<file path="config.mk">
export PLATFORM = sky130hd
export DESIGN_NAME = adder_bist_ctrl
export DESIGN_NICKNAME = d
export VERILOG_FILES = /design/src/rtl/adder_bist_ctrl.sv
export SDC_FILE = /design/constraint.sdc
export NUM_CORES = 1
export LEC_CHECK = 0
export CAP_MARGIN = 20
export CORE_ASPECT_RATIO = 0.9
export CORE_MARGIN = 5
export CORE_UTILIZATION = 46
export DETAILED_ROUTE_END_ITERATION = 16
export GPL_ROUTABILITY_DRIVEN = 0
export PLACE_DENSITY_LB_ADDON = 0.25
export SYNTH_ARGS = -nofsm -noshare
export SYNTH_HDL_FRONTEND = slang
export SYNTH_SLANG_ARGS = --single-unit
</file>
<file path="constraint.sdc">
create_clock -name clk -period 8.4 [get_ports clk]
set_input_delay 1.68 -clock clk [delete_from_list [all_inputs] [get_ports clk]]
set_output_delay 1.68 -clock clk [all_outputs]
set_load 0.005 [all_outputs]
</file>
<file path="src/rtl/adder_bist_ctrl.sv">
// adder_bist_ctrl: LFSR-driven built-in self test for an external adder.
// Two 64-bit LFSRs generate operand pairs. The expected sum is delayed to
// match the adder latency (DUT_LAT) and compared against the returned sum.
// Optional feature macro: ADDER_BIST_FAIL_CAPTURE_EN adds first-fail capture
// ports (ff_valid, ff_a, ff_b, ff_sum, ff_index).
module adder_bist_ctrl #(
   parameter int unsigned WIDTH     = 32,
   parameter int unsigned NUM_TESTS = 10000,
   parameter logic [63:0] SEED      = 64'd5,
   parameter int unsigned DUT_LAT   = 0
) (
   input  logic             clk,
   input  logic             rst_n,
   input  logic             start,
   output logic [WIDTH-1:0] op_a,
   output logic [WIDTH-1:0] op_b,
   input  logic [WIDTH-1:0] dut_sum,
   output logic             busy,
   output logic             done,
   output logic [31:0]      pass_cnt,
   output logic [31:0]      fail_cnt,
   output logic             all_pass
`ifdef ADDER_BIST_FAIL_CAPTURE_EN
   ,
   output logic             ff_valid,
   output logic [WIDTH-1:0] ff_a,
   output logic [WIDTH-1:0] ff_b,
   output logic [WIDTH-1:0] ff_sum,
   output logic [31:0]      ff_index
`endif
);

   localparam logic [63:0] SEED_B = SEED ^ 64'hA5A5_A5A5_A5A5_A5A5;

   typedef enum logic [1:0] {S_IDLE, S_RUN, S_DRAIN, S_DONE} state_t;

   state_t      state, state_nx;
   logic [63:0] lfsr_a, lfsr_b, lfsr_a_nx, lfsr_b_nx;
   logic [31:0] issue_cnt;
   logic [2:0]  drain_cnt;
   logic        start_ok, last_issue, run;
   logic [WIDTH-1:0] exp_now, cmp_exp;
   logic        cmp_vld;

   assign lfsr_a_nx  = {lfsr_a[62:0], lfsr_a[63] ^ lfsr_a[62] ^ lfsr_a[60] ^ lfsr_a[59]};
   assign lfsr_b_nx  = {lfsr_b[62:0], lfsr_b[63] ^ lfsr_b[62] ^ lfsr_b[60] ^ lfsr_b[59]};
   assign start_ok   = start && (state == S_IDLE || state == S_DONE);
   assign last_issue = (issue_cnt == 32'(NUM_TESTS - 1));
   assign run        = (state == S_RUN);
   assign exp_now    = op_a + op_b;

`ifdef ADDER_BIST_FAIL_CAPTURE_EN
   logic [WIDTH-1:0] cmp_a, cmp_b;
`endif

   // Align expected sum (and operands when capturing) with the adder latency
   generate
      if (DUT_LAT == 0) begin : g_nolat
         assign cmp_vld = run;
         assign cmp_exp = exp_now;
`ifdef ADDER_BIST_FAIL_CAPTURE_EN
         assign cmp_a = op_a;
         assign cmp_b = op_b;
`endif
      end else begin : g_lat
         logic [DUT_LAT:1]            vld_pipe;
         logic [DUT_LAT:1][WIDTH-1:0] exp_pipe;
`ifdef ADDER_BIST_FAIL_CAPTURE_EN
         logic [DUT_LAT:1][WIDTH-1:0] a_pipe, b_pipe;
`endif
         // Shift register carrying compare-valid and expected sum
         always_ff @(posedge clk or negedge rst_n) begin
            if (!rst_n) begin
               vld_pipe <= '0;
               exp_pipe <= '0;
`ifdef ADDER_BIST_FAIL_CAPTURE_EN
               a_pipe   <= '0;
               b_pipe   <= '0;
`endif
            end else begin
               vld_pipe[1] <= run;
               exp_pipe[1] <= exp_now;
`ifdef ADDER_BIST_FAIL_CAPTURE_EN
               a_pipe[1]   <= op_a;
               b_pipe[1]   <= op_b;
`endif
               for (int i = 2; i <= DUT_LAT; i++) begin
                  vld_pipe[i] <= vld_pipe[i-1];
                  exp_pipe[i] <= exp_pipe[i-1];
`ifdef ADDER_BIST_FAIL_CAPTURE_EN
                  a_pipe[i]   <= a_pipe[i-1];
                  b_pipe[i]   <= b_pipe[i-1];
`endif
               end
            end
         end
         assign cmp_vld = vld_pipe[DUT_LAT];
         assign cmp_exp = exp_pipe[DUT_LAT];
`ifdef ADDER_BIST_FAIL_CAPTURE_EN
         assign cmp_a = a_pipe[DUT_LAT];
         assign cmp_b = b_pipe[DUT_LAT];
`endif
      end
   endgenerate

   // State register
   always_ff @(posedge clk or negedge rst_n) begin
      if (!rst_n) state <= S_IDLE;
      else        state <= state_nx;
   end

   // Next-state logic
   always_comb begin
      state_nx = state;
      case (state)
         S_IDLE:  if (start) state_nx = S_RUN;
         S_RUN:   if (last_issue) state_nx = (DUT_LAT == 0) ? S_DONE : S_DRAIN;
         S_DRAIN: if (drain_cnt == 3'(DUT_LAT - 1)) state_nx = S_DONE;
         S_DONE:  if (start) state_nx = S_RUN;
         default: state_nx = S_IDLE;
      endcase
   end

   // Status outputs decoded from state
   always_comb begin
      busy     = (state == S_RUN) || (state == S_DRAIN);
      done     = (state == S_DONE);
      all_pass = done && (fail_cnt == '0) && (pass_cnt == 32'(NUM_TESTS));
   end

   // Operand generation, issue/drain counting and result scoring
   always_ff @(posedge clk or negedge rst_n) begin
      if (!rst_n) begin
         lfsr_a    <= SEED;
         lfsr_b    <= SEED_B;
         op_a      <= '0;
         op_b      <= '0;
         issue_cnt <= '0;
         drain_cnt <= '0;
         pass_cnt  <= '0;
         fail_cnt  <= '0;
`ifdef ADDER_BIST_FAIL_CAPTURE_EN
         ff_valid  <= 1'b0;
         ff_a      <= '0;
         ff_b      <= '0;
         ff_sum    <= '0;
         ff_index  <= '0;
`endif
      end else if (start_ok) begin
         lfsr_a    <= SEED;
         lfsr_b    <= SEED_B;
         op_a      <= SEED[WIDTH-1:0];
         op_b      <= SEED_B[WIDTH-1:0];
         issue_cnt <= '0;
         drain_cnt <= '0;
         pass_cnt  <= '0;
         fail_cnt  <= '0;
`ifdef ADDER_BIST_FAIL_CAPTURE_EN
         ff_valid  <= 1'b0;
         ff_a      <= '0;
         ff_b      <= '0;
         ff_sum    <= '0;
         ff_index  <= '0;
`endif
      end else begin
         // operands freeze on the last vector so they hold outside RUN
         if (run && !last_issue) begin
            lfsr_a    <= lfsr_a_nx;
            lfsr_b    <= lfsr_b_nx;
            op_a      <= lfsr_a_nx[WIDTH-1:0];
            op_b      <= lfsr_b_nx[WIDTH-1:0];
            issue_cnt <= issue_cnt + 32'd1;
         end
         if (run)                  drain_cnt <= '0;
         else if (state == S_DRAIN) drain_cnt <= drain_cnt + 3'd1;
         if (cmp_vld) begin
            if (dut_sum == cmp_exp) begin
               if (pass_cnt != '1) pass_cnt <= pass_cnt + 32'd1;
            end else begin
               if (fail_cnt != '1) fail_cnt <= fail_cnt + 32'd1;
`ifdef ADDER_BIST_FAIL_CAPTURE_EN
               // compares retire in order, so the running total is the index
               if (!ff_valid) begin
                  ff_valid <= 1'b1;
                  ff_a     <= cmp_a;
                  ff_b     <= cmp_b;
                  ff_sum   <= dut_sum;
                  ff_index <= pass_cnt + fail_cnt;
               end
`endif
            end
         end
      end
   end

endmodule

</file>
==> flow_summary.yaml <==
cts:
  holdBufCountCts: 0
  clk_pin_slew_ps: 60
  cts_max_path_buffers: 3
  cts.sinks: 245
  root_buffer: "clkbuf_16"
  htreeDepth: 1
  post_cts_resized: 0
  cts-buffers-inserted: 26
  clkLatencyLatePin_ps: 530
  cts_setup_buffers: 0
  cts_tree: "built"
worst_setup_path:
  crit_chain: "clkdlybuf4s50_1 > xnor2_1 > a311oi_1 > o21ai_0 > o31a_1 > nand4_1 > or4_1 > or4_1 > nor3_2 > and4_1 > mux2i_1"
  cp_max_fo: 13
  r2r_cells: 12
  critPathMaxStageDelay_ps: 760
  cp.required_ps: 8850
  reg2reg_slack_ps: 3470
  slowest_stage: "nor3_2"
  reg2reg_from: "op_a[0]"
  start_kind: "input port"
  setup.worst_path.class: "in2reg"
  crit_path_frequent_cell: "or4_1"
  endpoint_kind: "register"
  r2r_end: "pass_cnt[29]"
  crit_arrival_ps: 5420
pwr:
  p_int_w: 0.00297
  p_clk_frac: 0.284
  seq_power_share: 0.351
  combPwrFrac: 0.365
  p_switching_w: 0.00176
  swShare: 0.373
  vdd_ir_drop_max_mv: 0.178
  leakagePower_nw: 6.94
  power_density_mw_per_mm2: 285
finish:
  diodes: 0
  final_layout_size_suffix_gt1_frac: 0.0626
  finalNetCount: 1766
  stdcell_area_mm2: 0.0166
  area_growth_pct: 18.3
  fill_cells: 2712
  stdcell_count: 2112
synth:
  synth_top_area_cell: "dfrtp_1"
  yosysMostFrequentCell: "nand2_1"
  synth_edf_count: 0
  synthFlopType: "dfrtp_1"
  synth_nets: 1699
  synthesis.area_mm2: 0.0141
  syn_avg_cell_area_um2: 8.67
  yosysUniqueCellTypes: 78
  ys_ff_latch: 245
  synth_seq_area_share: 0.439
  ys_async_sr_fraction: 1.00
  synthesis.instances: 1622
  yosys_warnings: 0
  synth.area.top_cells: "dfrtp_1 (38%), nand2_1 (10%), a21oi_1 (6.4%), dfstp_2 (6.0%), ha_1 (3.6%)"
  yosys.area.top_type_share: 0.379
  ys_top_cells_by_count: "nand2_1 (377), dfrtp_1 (213), a21oi_1 (181), nor2_1 (73), clkbuf_1 (68)"
min_path:
  hp-class: "reg2reg"
  hp-start: "lfsr_b[8]"
  holdPathStages: 2
  whs_endpoint: "lfsr_b[8]"
timing:
  skew_ps: 8.43
  setup-violations-final: 0
  setup_tns_ps: 0
  slew_headroom: 0.284
  worst_slew_pin_slew_ps: 1060
  report.final.hold_viol_count: 0
  rsz0062_at_grt: "false"
  post-route-min-period_ps: 4970
  post-route-period-util: 0.592
  clock.fmax_ghz: 0.201
  slew_violations: 0
floorplan:
  ioPinCount: 166
  core_area_mm2: 0.0300
  num_rows: 60
  start_util: 0.468
  die_width_um: 194
  die_area_mm2: 0.0342
  dieHeight_um: 176
place:
  port_buffers: 165
  dp_hpwl_mm: 26.1
  place_area_mm2: 0.0156
  dp_cells: 2063
grt:
  grt_pass1_wl_mm: 61.2
  grt_pass1_vias: 11500
  overflow: 0
  grt_max_degree: 181
  antenna_found_initial: 0
  grtUsageTotal: 0.211
flow_run:
  cap_violations: 0
run_status:
  status: "finished, final reports clean"
detailed_routing:
  drtAntennaViolNets: 0
  vias_per_cell: 5.76
  drt_iter0_drc: 1223
  route.detailed.drc: 0
  drt-pass1-iter-count: 5
  routedWlPerCell_um: 17.8
  totalWireLength_mm: 37.5
  vias: 12200
## how the worst max path moves through the flow
stage               cells after the start        from  slack, ps           end
floorplan                              12  dut_sum[9]       4190  pass_cnt[30]
global placement                       11  dut_sum[9]       2880  fail_cnt[20]
detailed placement                     11  dut_sum[9]       2690   fail_cnt[9]
CTS                                    11  dut_sum[9]       3220   fail_cnt[9]
global route                           11  dut_sum[9]       3150   pass_cnt[9]
finish                                 11  dut_sum[9]       3430  pass_cnt[29]
## registers in the layout, indices dropped and copies added, names as in the netlist
signal and cells:
drain_cnt 3, lfsr_a 35, state 2, op_a 31, issue_cnt 32, op_b 32, pass_cnt 32, lfsr_b 46
fail_cnt 32
## cell usage in the layout, fill, tap and decap left out, drive strengths merged, types with 32 or more instances in the layout
cell type      instances
ha                    41
o21ai                 53
xor2                  34
a21oi                181
mux2i                 36
nor2                  73
clkbuf                32
nand2                377
clkdlybuf4s50        164
nand4                 33
and3                  34
nand2b                35
dfstp                 32
xnor2                 41
dfrtp                213
nand3                 54
## kinds of logic (layout without fill, tap and decap cells)
| kind of cell | count (synthesis) | in the layout | synth area share |
|---|---|---|---|
| AND/OR/NAND/NOR | 739 | 739 | 0.252 |
| AO/OA/AOI/OAI | 329 | 329 | 0.140 |
| flip-flops | 245 | 245 | 0.439 |
| buffers and inverters | 155 | 242 | 0.0572 |
| XOR/XNOR | 75 | 75 | 0.0467 |
| adder cells (fa/ha/maj) | 42 | 42 | 0.0379 |
| multiplexers | 37 | 37 | 0.0264 |
## power groups by stage
stage	clock network, W	registers, W	logic [W]
floorplan	0	0.00160	0.00125
finish	0.00134	0.00166	0.00173
global placement	0	0.00167	0.00168
CTS	0.00137	0.00166	0.00171
detailed placement	0	0.00168	0.00170
global route	0.00142	0.00169	0.00190
## metrics by stage
stage                      util  hold WS, ps  total power [W]  setup slack (ps)
after floorplan               -          439          0.00285              4190
after global placement    0.519          448          0.00335              2880
after detailed placement  0.519          451          0.00338              2690
after CTS                 0.553          461          0.00474              3220
after global routing      0.554          469          0.00501              3150
final                     0.554          459          0.00473              3430
## area by class of cell
type                       count  area (um^2)  area share
inverter                      21         78.8     0.00474
clock buffer                  32          724      0.0436
clock inverter                16          295      0.0178
multi-input combinational   1222         7120       0.428
sequential                   245         6170       0.371
timing repair buffer         173         1740       0.105
tap                          403          504      0.0303
## per-layer routing
metal	vias up	routed length, um	GRT usage	share of wire
met5	-	0	0	0
met4	0	1070	0.0589	0.028
met3	74	2200	0.0315	0.059
met2	420	16800	0.322	0.45
met1	5905	17500	0.316	0.47
li1	5760	-	-	-
## worst max-delay path: cells and delay by family
family                    cells  cell delay, ps
xor gates and xnor gates      1             260
muxes                         1             180
and+or+nand+nor               5            2360
buffers and inverters         1             420
AOI/OAI and AO/OA             3             500
No activity file was read; power rests on OpenSTA's default activity.
